==> src/rtl/lock_code_sender.sv <==
// Serial unlock-code transmitter: shifts a code into the lock detector,
// watches its unlock flag for a response window and retries on failure.
module lock_code_sender #(
  parameter int   CODE_W     = 8,
  parameter int   RESP_WIN   = 4,
  parameter int   GAP_CYCLES = 2,
  parameter logic IDLE_BIT   = 1'b0
) (
  input  logic            clock,
  input  logic            reset,
  input  logic            start,
  input  logic [1:CODE_W] code,
  input  logic [2:0]      n_try,
  input  logic            unlock_in,
  output logic            x_out,
  output logic            busy,
  output logic            done,
  output logic            unlocked,
  output logic [2:0]      tries_used
);

  localparam int IW = $clog2(CODE_W + 1);
  localparam int GW = (GAP_CYCLES > 0) ? $clog2(GAP_CYCLES + 1) : 1;

  localparam logic [IW-1:0] IDX_LAST = IW'(CODE_W);
  localparam logic [IW-1:0] IDX_ONE  = IW'(1);
  localparam logic [3:0]    WIN_LAST = 4'(RESP_WIN - 1);
  localparam logic [GW-1:0] GAP_LAST =
    (GAP_CYCLES > 0) ? GW'(GAP_CYCLES - 1) : '0;

  typedef enum logic [1:0] {
    S_IDLE,
    S_SEND,
    S_WAIT,
    S_GAP
  } state_t;

  state_t          state_q, state_d;
  logic [IW-1:0]   idx_q, idx_d;
  logic [IW-1:0]   idx_inc;
  logic [3:0]      win_q, win_d;
  logic [GW-1:0]   gap_q, gap_d;
  logic [1:CODE_W] code_q, code_d;
  logic [2:0]      att_q, att_d;
  logic [2:0]      used_q, used_d;
  logic            x_q, x_d;
  logic            busy_q, busy_d;
  logic            done_q, done_d;
  logic            unl_q, unl_d;

  assign idx_inc = idx_q + IDX_ONE;

  always_ff @(posedge clock or negedge reset) begin
    if (!reset) begin
      state_q <= S_IDLE;
      idx_q   <= '0;
      win_q   <= '0;
      gap_q   <= '0;
      code_q  <= '0;
      att_q   <= '0;
      used_q  <= '0;
      x_q     <= IDLE_BIT;
      busy_q  <= 1'b0;
      done_q  <= 1'b0;
      unl_q   <= 1'b0;
    end else begin
      state_q <= state_d;
      idx_q   <= idx_d;
      win_q   <= win_d;
      gap_q   <= gap_d;
      code_q  <= code_d;
      att_q   <= att_d;
      used_q  <= used_d;
      x_q     <= x_d;
      busy_q  <= busy_d;
      done_q  <= done_d;
      unl_q   <= unl_d;
    end
  end

  always_comb begin
    state_d = state_q;
    idx_d   = idx_q;
    win_d   = win_q;
    gap_d   = gap_q;
    code_d  = code_q;
    att_d   = att_q;
    used_d  = used_q;
    x_d     = IDLE_BIT;
    busy_d  = busy_q;
    done_d  = 1'b0;
    unl_d   = unl_q;
    unique case (state_q)
      S_IDLE: begin
        if (start) begin
          code_d  = code;
          att_d   = (n_try == 3'd0) ? 3'd1 : n_try;
          unl_d   = 1'b0;
          used_d  = 3'd1;
          busy_d  = 1'b1;
          x_d     = code[1];
          idx_d   = IDX_ONE;
          state_d = S_SEND;
        end
      end
      S_SEND: begin
        if (idx_q == IDX_LAST) begin
          win_d   = '0;
          state_d = S_WAIT;
        end else begin
          idx_d = idx_inc;
          x_d   = code_q[idx_inc];
        end
      end
      S_WAIT: begin
        if (unlock_in) begin
          unl_d   = 1'b1;
          done_d  = 1'b1;
          busy_d  = 1'b0;
          state_d = S_IDLE;
        end else if (win_q == WIN_LAST) begin
          if (used_q == att_q) begin
            done_d  = 1'b1;
            busy_d  = 1'b0;
            state_d = S_IDLE;
          end else begin
            used_d = used_q + 3'd1;
            // zero gap: next burst starts on the expiry edge itself
            if (GAP_CYCLES == 0) begin
              x_d     = code_q[1];
              idx_d   = IDX_ONE;
              state_d = S_SEND;
            end else begin
              gap_d   = '0;
              state_d = S_GAP;
            end
          end
        end else begin
          win_d = win_q + 4'd1;
        end
      end
      S_GAP: begin
        if (gap_q == GAP_LAST) begin
          x_d     = code_q[1];
          idx_d   = IDX_ONE;
          state_d = S_SEND;
        end else begin
          gap_d = gap_q + GW'(1);
        end
      end
      default: state_d = S_IDLE;
    endcase
  end

  assign x_out      = x_q;
  assign busy       = busy_q;
  assign done       = done_q;
  assign unlocked   = unl_q;
  assign tries_used = used_q;

endmodule

==> config.mk <==
export PLATFORM = sky130hd
export DESIGN_NAME = lock_code_sender
export DESIGN_NICKNAME = d
export VERILOG_FILES = /design/src/rtl/lock_code_sender.sv
export SDC_FILE = /design/constraint.sdc
export NUM_CORES = 1
export LEC_CHECK = 0
export ABC_AREA = 0
export CAP_MARGIN = 30
export CORE_ASPECT_RATIO = 0.8
export CORE_MARGIN = 2
export CORE_UTILIZATION = 55
export DETAILED_ROUTE_END_ITERATION = 12
export PLACE_DENSITY = 0.79
export RECOVER_POWER = 100
export SKIP_LAST_GASP = 1
export SYNTH_ARGS = -nofsm -noshare
export SYNTH_HDL_FRONTEND = slang
export SYNTH_SLANG_ARGS = --single-unit
==> constraint.sdc <==
create_clock -name clock -period 3.8 [get_ports clock]
set_input_delay 0.57 -clock clock [delete_from_list [all_inputs] [get_ports clock]]
set_output_delay 0.57 -clock clock [all_outputs]
set_load 0.01 [all_outputs]
## After elaboration in Yosys (flattened, before gate mapping)

Cells that the tools add are included.

| operators by class | value |
|---|---|
| equality and inequality tests | 19 |
| add/sub/neg operators | 4 |
| reduce and logical (&&, ||, !) cells | 14 |
| order comparisons | 1 |
| mux-type cells | 45 |
| bitwise logic cells | 1 |

Operators by type and width:

| cell | count |
|---|---|
| 4-bit two-way mux | 6 |
| 2-bit two-way mux | 10 |
| 2-bit inequality test, second input constant | 10 |
| 4-bit AND reduction | 4 |
| 1-bit two-way mux | 15 |
| 3-bit two-way mux | 5 |
| 4-bit case mux with 3 select lines | 1 |
| 5-bit AND reduction | 2 |
| 4-bit by 1-bit adder with 4-bit output, second input constant | 2 |
| 2-bit case mux with 4 select lines | 1 |
| 4-bit case mux with 2 select lines | 1 |
| 3-bit inequality test, second input constant | 2 |
| 3-bit case mux with 2 select lines | 1 |
| 2-bit nonzero test | 3 |
| 5-bit greater-or-equal comparator, second input constant | 1 |
| 4-bit NOT with 5-bit output | 1 |
| 1-bit binary-select mux with 4-bit select | 1 |
| 2-bit by 1-bit == test with 1-bit output, second input constant | 2 |
| 2-bit == test, second input constant | 2 |
| 4-bit by 2-bit == test with 1-bit output, second input constant | 1 |
| 4-bit == test, second input constant | 1 |
| 1-bit case mux with 2 select lines | 2 |
| 2-bit case mux with 2 select lines | 1 |
| 3-bit by 1-bit adder with 3-bit output, second input constant | 1 |
| other kinds (8) | 8 |

| storage, ports and cells | value |
|---|---|
| logic and storage cells | 95 |
| output and inout port bits | 7 |
| flip-flop bits (word level) | 30 |

## Longest topological paths before layout

Gate-level depths: netlist (run 1).

| logic depth | value |
|---|---|
| word-level depth | 7 |
| gate-level depth with buffers | 6 |
| mapped depth without buffers | 6 |

## Worst setup path after synthesis (run 1)

No wires, ideal clock.

| path | value |
|---|---|
| path kind | input to register |
| start point | input unlock_in |
| end point | register gap_q[1] |
| required time | 3.676 ns |
| library setup time | 0.124 ns |
| slack | 1.887 ns |
| buffers on the path | 1 |
| arrival time | 1.789 ns |
| stages | 5 |
| cells stage by stage | or4b_1 > a31o_1 > buf_6 > and3_4 > a211o_1 |

| between the ends | value |
|---|---|
| word-level cells in the longest chain between the ends | 2 |

Ends and longest elaborated chain:

| item | line | text |
|---|---|---|
| from (decl) | 14 | `input logic unlock_in,` |
| 2-bit inequality test (no line) | n/a |  |
| 5-bit AND reduction (no line) | n/a |  |
| to (signal assigned) | 70 | `gap_q <= gap_d;` |
| to (decl) | 42 | `logic [GW-1:0] gap_q, gap_d;` |

Every way passes these cells.
A chain may end at the register's enable or synchronous reset.

## Final worst setup path (run 1)

Same ends and word-level chain as after synthesis.

==> results.cfg, run 1 <==
[run_status]
status = finished, violations left
violations = max-capacitance violations, max-slew violations

[setup_path]
cp.arrival_ns = 2.53
required_ns = 3.97
critPathCaptureType = flip-flop
r2r_end = tries_used[2]
crit_type = primary input to flip-flop
cp-startpoint = unlock_in
cp-endpoint = gap_q[1]
startpoint_type = primary input
worstRegToRegCells = 6
regToRegSetupSlack_ns = 1.75
cp_max_fo = 9
r2r_start = state_q[0]

[die]
fp-row-count = 18
die_y_um = 54.17
die-area_mm2 = 0.003614
ios = 22
core_mm2 = 0.003040
initial_core_util = 0.5691
fp.dieW_um = 66.71

[layout]
antenna_cells = 0
final.fill_count = 264
layout-drive-gt1-share = 0.09694
multi_input_area_um2 = 918.4
nets = 220
stdcell_area_mm2 = 0.002043
seqCellArea_um2 = 750.7
area.growth.synth_to_final_pct = 18.08

[global_route]
antenna_found_initial = 0
grt_overflow = 0
grtUsageTotal = 0.2429
grt_pass1_wl_um = 6279
grt_max_degree = 31
grt_pass1_vias = 1411

[logic_synthesis]
synth_nets = 195
synth_fa_ha_area_frac = 0.06508
synth_area_leaders = dfrtp_1, ha_1, mux2_2
synth_area_leader_cell = dfrtp_1
yosys_warnings = 0
synth_compound_area_frac = 0.1685
synth-edff-count = 0
synth-xor-area-share = 0.03037
syn_inst = 171
syn_area_per_cell_um2 = 10.12
ys_seq_elements = 30
synth_ff_type = dfrtp_1
seq_area_frac_synth = 0.4338
yosysUniqueCellTypes = 47
synthesis.area_mm2 = 0.001730
synth.area.mux_share = 0.09328
synth-simple-area-share = 0.1757
async_reset_ff_frac = 1.000
synth_top_family_by_area = simple AND/OR/NAND/NOR gates
synth_top_cell_area_share = 0.4338

[drt]
first_pass_iters = 4
drc = 0
ant_nets = 0
drt-total-wl_um = 3700
via_per_inst = 6.131
drt_iter0_markers = 128
wl_per_cell_um = 15.68
vias = 1447

[timing]
finalCritPeriodShare = 0.6198
finalCriticalPeriod_ns = 2.355
clock_skew_ns = 0.007194
tightest_slew_ns = 1.597
rsz0062_at_grt = false
maxSlewHeadroom = -0.06463
max_freq_mhz = 424.6
hold_viol = 0
slew_viol_final = 31
fin_setup_tns_ns = 0
setup_viol = 0
fin_hold_ws_ns = 0.5098

[clock_tree]
hold_buffers = 0
cts_buffers = 5
path_clk_slew_ns = 0.06
clk_latency_ns = 0.28
htree_levels = 2
cts_resized = 0
cts_buffer_depth = 2
cts-root-buf = clkbuf_8
cts.sinks = 30
tritoncts = built
postCtsSetupBuffers = 0

[placement]
gp_congestion = 0.8589
io_buffers = 21
dpl.hpwl_um = 2732
dpl_cell_area_mm2 = 0.001974

[pwr]
p_per_area_mw_per_mm2 = 701.5
ir_worst_vdd_v = 0.0004654
leakage_nw = 0.8966
p_total_w = 0.001433

[job]
max-cap-violations = 1

[hold_path]
hold_start = code_q[5]
hp-class = flip-flop to flip-flop
==> routing by layer <==
metal / wire length, um / GRT usage / vias to the layer above / part of all wire
met4: 85 / 0.1327 / 0 / 0.023
met5: 0 / 0 / - / 0
met3: 219 / 0.06276 / 8 / 0.059
li1: - / - / 682 / -
met2: 1722 / 0.4033 / 51 / 0.47
met1: 1673 / 0.2929 / 706 / 0.45
==> report_power, final <==
part           internal, W  switching (W)
logic             0.000305       0.000344
clock network     0.000126       0.000113
registers         0.000440       0.000105
total             0.000871       0.000563
==> worst min-delay path by stage <==
stage,to,slack [ns],cells past startpoint
floorplan,att_q[0],0.27,0
detailed placement,code_q[5],0.50,1
CTS,code_q[7],0.51,1
global route,code_q[5],0.53,1
finish,code_q[5],0.51,1
global placement,att_q[0],0.49,2
==> state kept, by name (all words and copies together), names as in the netlist <==
register	flops
att_q	3
code_q	8
state_q	2
win_q	4
gap_q	2
busy	1
idx_q	4
done	1
unlocked	1
tries_used	3
x_out	1
==> Yosys cell counts (2+ instances only) <==
library cell  count
dfrtp_1          30
nand4_1           2
and2_1            2
or3_1             2
a31oi_1           2
nand2_1          10
a21oi_1           9
mux2i_1           6
a22o_1            2
o21ai_0          13
o211ai_1          4
nor2_1            8
mux2_2            9
inv_1             9
ha_1              9
nand3_1          10
nor2b_1           4
nand2b_1          5
xnor2_1           5
a221oi_1          3
==> cell usage in the layout, fill, tap and decap left out, drive strengths merged, types with 2 or more instances in the layout <==
cell / n
nand4: 2
nand2b: 5
clkdlybuf4s50: 11
inv: 9
and2: 2
mux2i: 6
and3: 3
a31oi: 2
dlygate4sd3: 10
dfrtp: 30
o21ai: 13
o211ai: 4
or3: 2
a21oi: 9
clkbuf: 8
a22o: 2
nand3: 10
nand2: 10
a221oi: 3
ha: 9
xnor2: 5
mux2: 9
nor2: 8
nor2b: 4
==> worst max-delay path, stage by stage <==
cell and delay, ns:
dlygate4sd3_1 0.61, or4b_1 0.53, a31o_1 0.31, and3_2 0.25, a211o_1 0.26
==> cell type report <==
type / instances / area share
multi-input combinational: 128 / 0.4495
tap: 40 / 0.02449
timing repair buffer: 22 / 0.1047
inverter: 9 / 0.01653
clock buffer: 7 / 0.03735
sequential: 30 / 0.3674
==> through the flow <==
step | worst slack (ns) | util | cells
after floorplan | 1.887 | - | 171
after global placement | 1.386 | 0.6494 | 229
after detailed placement | 1.321 | 0.6494 | 229
after CTS | 1.613 | 0.6745 | 236
after global routing | 1.242 | 0.6720 | 236
final | 1.445 | 0.6720 | 236
==> cells by family (layout without fill, tap and decap cells) <==
| kind of cell | Yosys count | count (layout) |
|---|---|---|
| muxes | 15 | 15 |
| buffers and inverters | 13 | 38 |
| AOI/OAI and AO/OA | 44 | 44 |
| and+or+nand+nor | 54 | 54 |
| adders and majority gates | 9 | 9 |
| xor gates and xnor gates | 6 | 6 |
| DFF | 30 | 30 |
(Power assumes the default switching activity.)
==> run 2, diff against run 1 <==
==> constraint.sdc (replaced) <==
create_clock -name clock -period 2.4 [get_ports clock]
set_input_delay 0.36 -clock clock [delete_from_list [all_inputs] [get_ports clock]]
set_output_delay 0.36 -clock clock [all_outputs]
set_load 0.01 [all_outputs]
==> results.cfg, run 2 (synthesis gave the netlist of run 1 again) <==
[run_status]
status = complete, no violations

[clock_tree]
tritoncts = built
cts_buffers = 5
cts_resized = 0
path_clk_slew_ns = 0.06
clk_latency_ns = 0.28
hold_buffers = 0
cts_buffer_depth = 2
cts-root-buf = clkbuf_8
htree_levels = 2
postCtsSetupBuffers = 0
cts.sinks = 30

[setup_path]
crit_chain = ha_1, or4b_1, a31o_1, and3_2, a211o_1
max_stage_delay_ns = 0.46
crit_type = flip-flop to flip-flop
critPathCaptureType = flip-flop
cp.arrival_ns = 2.23
startpoint_type = flip-flop
crit_slowest_cell = or4b_1
required_ns = 2.57
regToRegSetupSlack_ns = 0.34
cp_max_fo = 9

[pwr]
ir_worst_vdd_v = 0.0005635
leakage_nw = 0.9094
p_per_area_mw_per_mm2 = 1111

[timing]
setup_viol = 0
finalCriticalPeriod_ns = 2.058
slew_viol_final = 0
max_freq_mhz = 486.0
fin_setup_tns_ns = 0
maxSlewHeadroom = 0.6346
tightest_slew_ns = 0.5424
finalCritPeriodShare = 0.8573
hold_viol = 0
rsz0062_at_grt = false
clock_skew_ns = 0.006853

[placement]
dpl.hpwl_um = 2830
io_buffers = 21
gp_congestion = 0.8398
dp_cells = 231

[global_route]
grtUsageTotal = 0.2475
grt_pass1_wl_um = 6444
grt_overflow = 0
grt_max_degree = 31
antenna_found_initial = 0
grt_pass1_vias = 1394

[drt]
drt-total-wl_um = 3801
vias = 1408
drc = 0
first_pass_iters = 5
via_per_inst = 5.916
drt_iter0_markers = 107
ant_nets = 0
wl_per_cell_um = 15.97

[layout]
largest_register = code_q
nets = 222
final_cell_mix = dfrtp_1, o21ai_0, clkdlybuf4s50_1, nand2_1, nand3_1
final_common_cell = dfrtp_1
largest_reg_flops = 8
reg_top3 = code_q: 8 flops, idx_q: 4 flops, win_q: 4 flops
antenna_cells = 0
layout-drive-gt1-share = 0.1111
final.fill_count = 249
area.growth.synth_to_final_pct = 19.16
final-instance-count-excl-fill = 238

[die]
fp.dieW_um = 66.71
ios = 22
fp-row-count = 18
core_mm2 = 0.003040
die_y_um = 54.17
initial_core_util = 0.5691
die-area_mm2 = 0.003614

[hold_path]
hp-class = flip-flop to flip-flop

[job]
max-cap-violations = 0
## run 2: cell count changes in the layout (fill, tap and decap cells not counted)
cell             previous run  this run
clkbuf_1                    3         2
dlygate4sd3_1              10         8
buf_4                       0         3
clkdlybuf4s50_1            11        13
## run 2: power breakdown
group / switching [W] / internal, W / leakage [nW]
combinational: 0.000560 / 0.000496 / 0.498
sequential: 0.000165 / 0.000697 / 0.373
clock: 0.000175 / 0.000199 / 0.0383
## run 2: layout make-up
class | instances | area, um^2 | area share
repair buffers | 24 | 232.7 | 0.1129
flip-flops and latches | 30 | 750.7 | 0.3641
multi-input cells | 128 | 918.4 | 0.4454
well taps | 40 | 50.05 | 0.02427
clock buffers | 7 | 76.32 | 0.03701
inverters | 9 | 33.78 | 0.01638
## run 2: per-layer routing
layer  track usage  share of wire  wire (um)
met2        0.4117           0.48       1831
met1        0.3160           0.45       1707
met3       0.06485          0.056        214
met5             0              0          0
met4       0.08844          0.013         48
## run 2: final timing paths
check	startpoint	end	cells after the start
setup / recovery	win_q[0]	gap_q[1]	5
hold / removal	code_q[5]	code_q[5]	1
hold reg to reg	code_q[5]	code_q[5]	1
max in group asynchronous	reset	code_q[5]	2
setup reg to reg	win_q[0]	gap_q[1]	5
min in group asynchronous	reset	done	2
## run 2: stage by stage
step	total power (W)	setup slack, ns	instance area (um^2)	hold WS (ns)	util
floorplan	0.001616	0.5501	1730	0.06441	-
global placement	0.001859	0.1985	1989	0.4864	0.6543
detailed placement	0.001929	0.1256	1989	0.4949	0.6543
CTS	0.002303	0.3916	2066	0.4895	0.6794
global route	0.002475	0.2561	2062	0.5137	0.6782
finish	0.002291	0.3425	2062	0.5073	0.6782
## run 2: worst max-delay path: cells and delay by family (launching register included)
family                     cells  cell delay [ns]
adders and majority gates      1             0.24
DFF                            1             0.42
and+or+nand+nor                2             0.72
AOI/OAI and AO/OA              2             0.57
==> run 3, diff against run 2 <==
--- a/config.mk
+++ b/config.mk
@@ -11,6 +11,7 @@
 export CORE_MARGIN = 2
 export CORE_UTILIZATION = 55
 export DETAILED_ROUTE_END_ITERATION = 12
+export GPL_ROUTABILITY_DRIVEN = 0
 export PLACE_DENSITY = 0.79
 export RECOVER_POWER = 100
 export SKIP_LAST_GASP = 1
==> results of run 3 <==
Same layout as run 2: the final DEF is identical, and so are final timing and power.
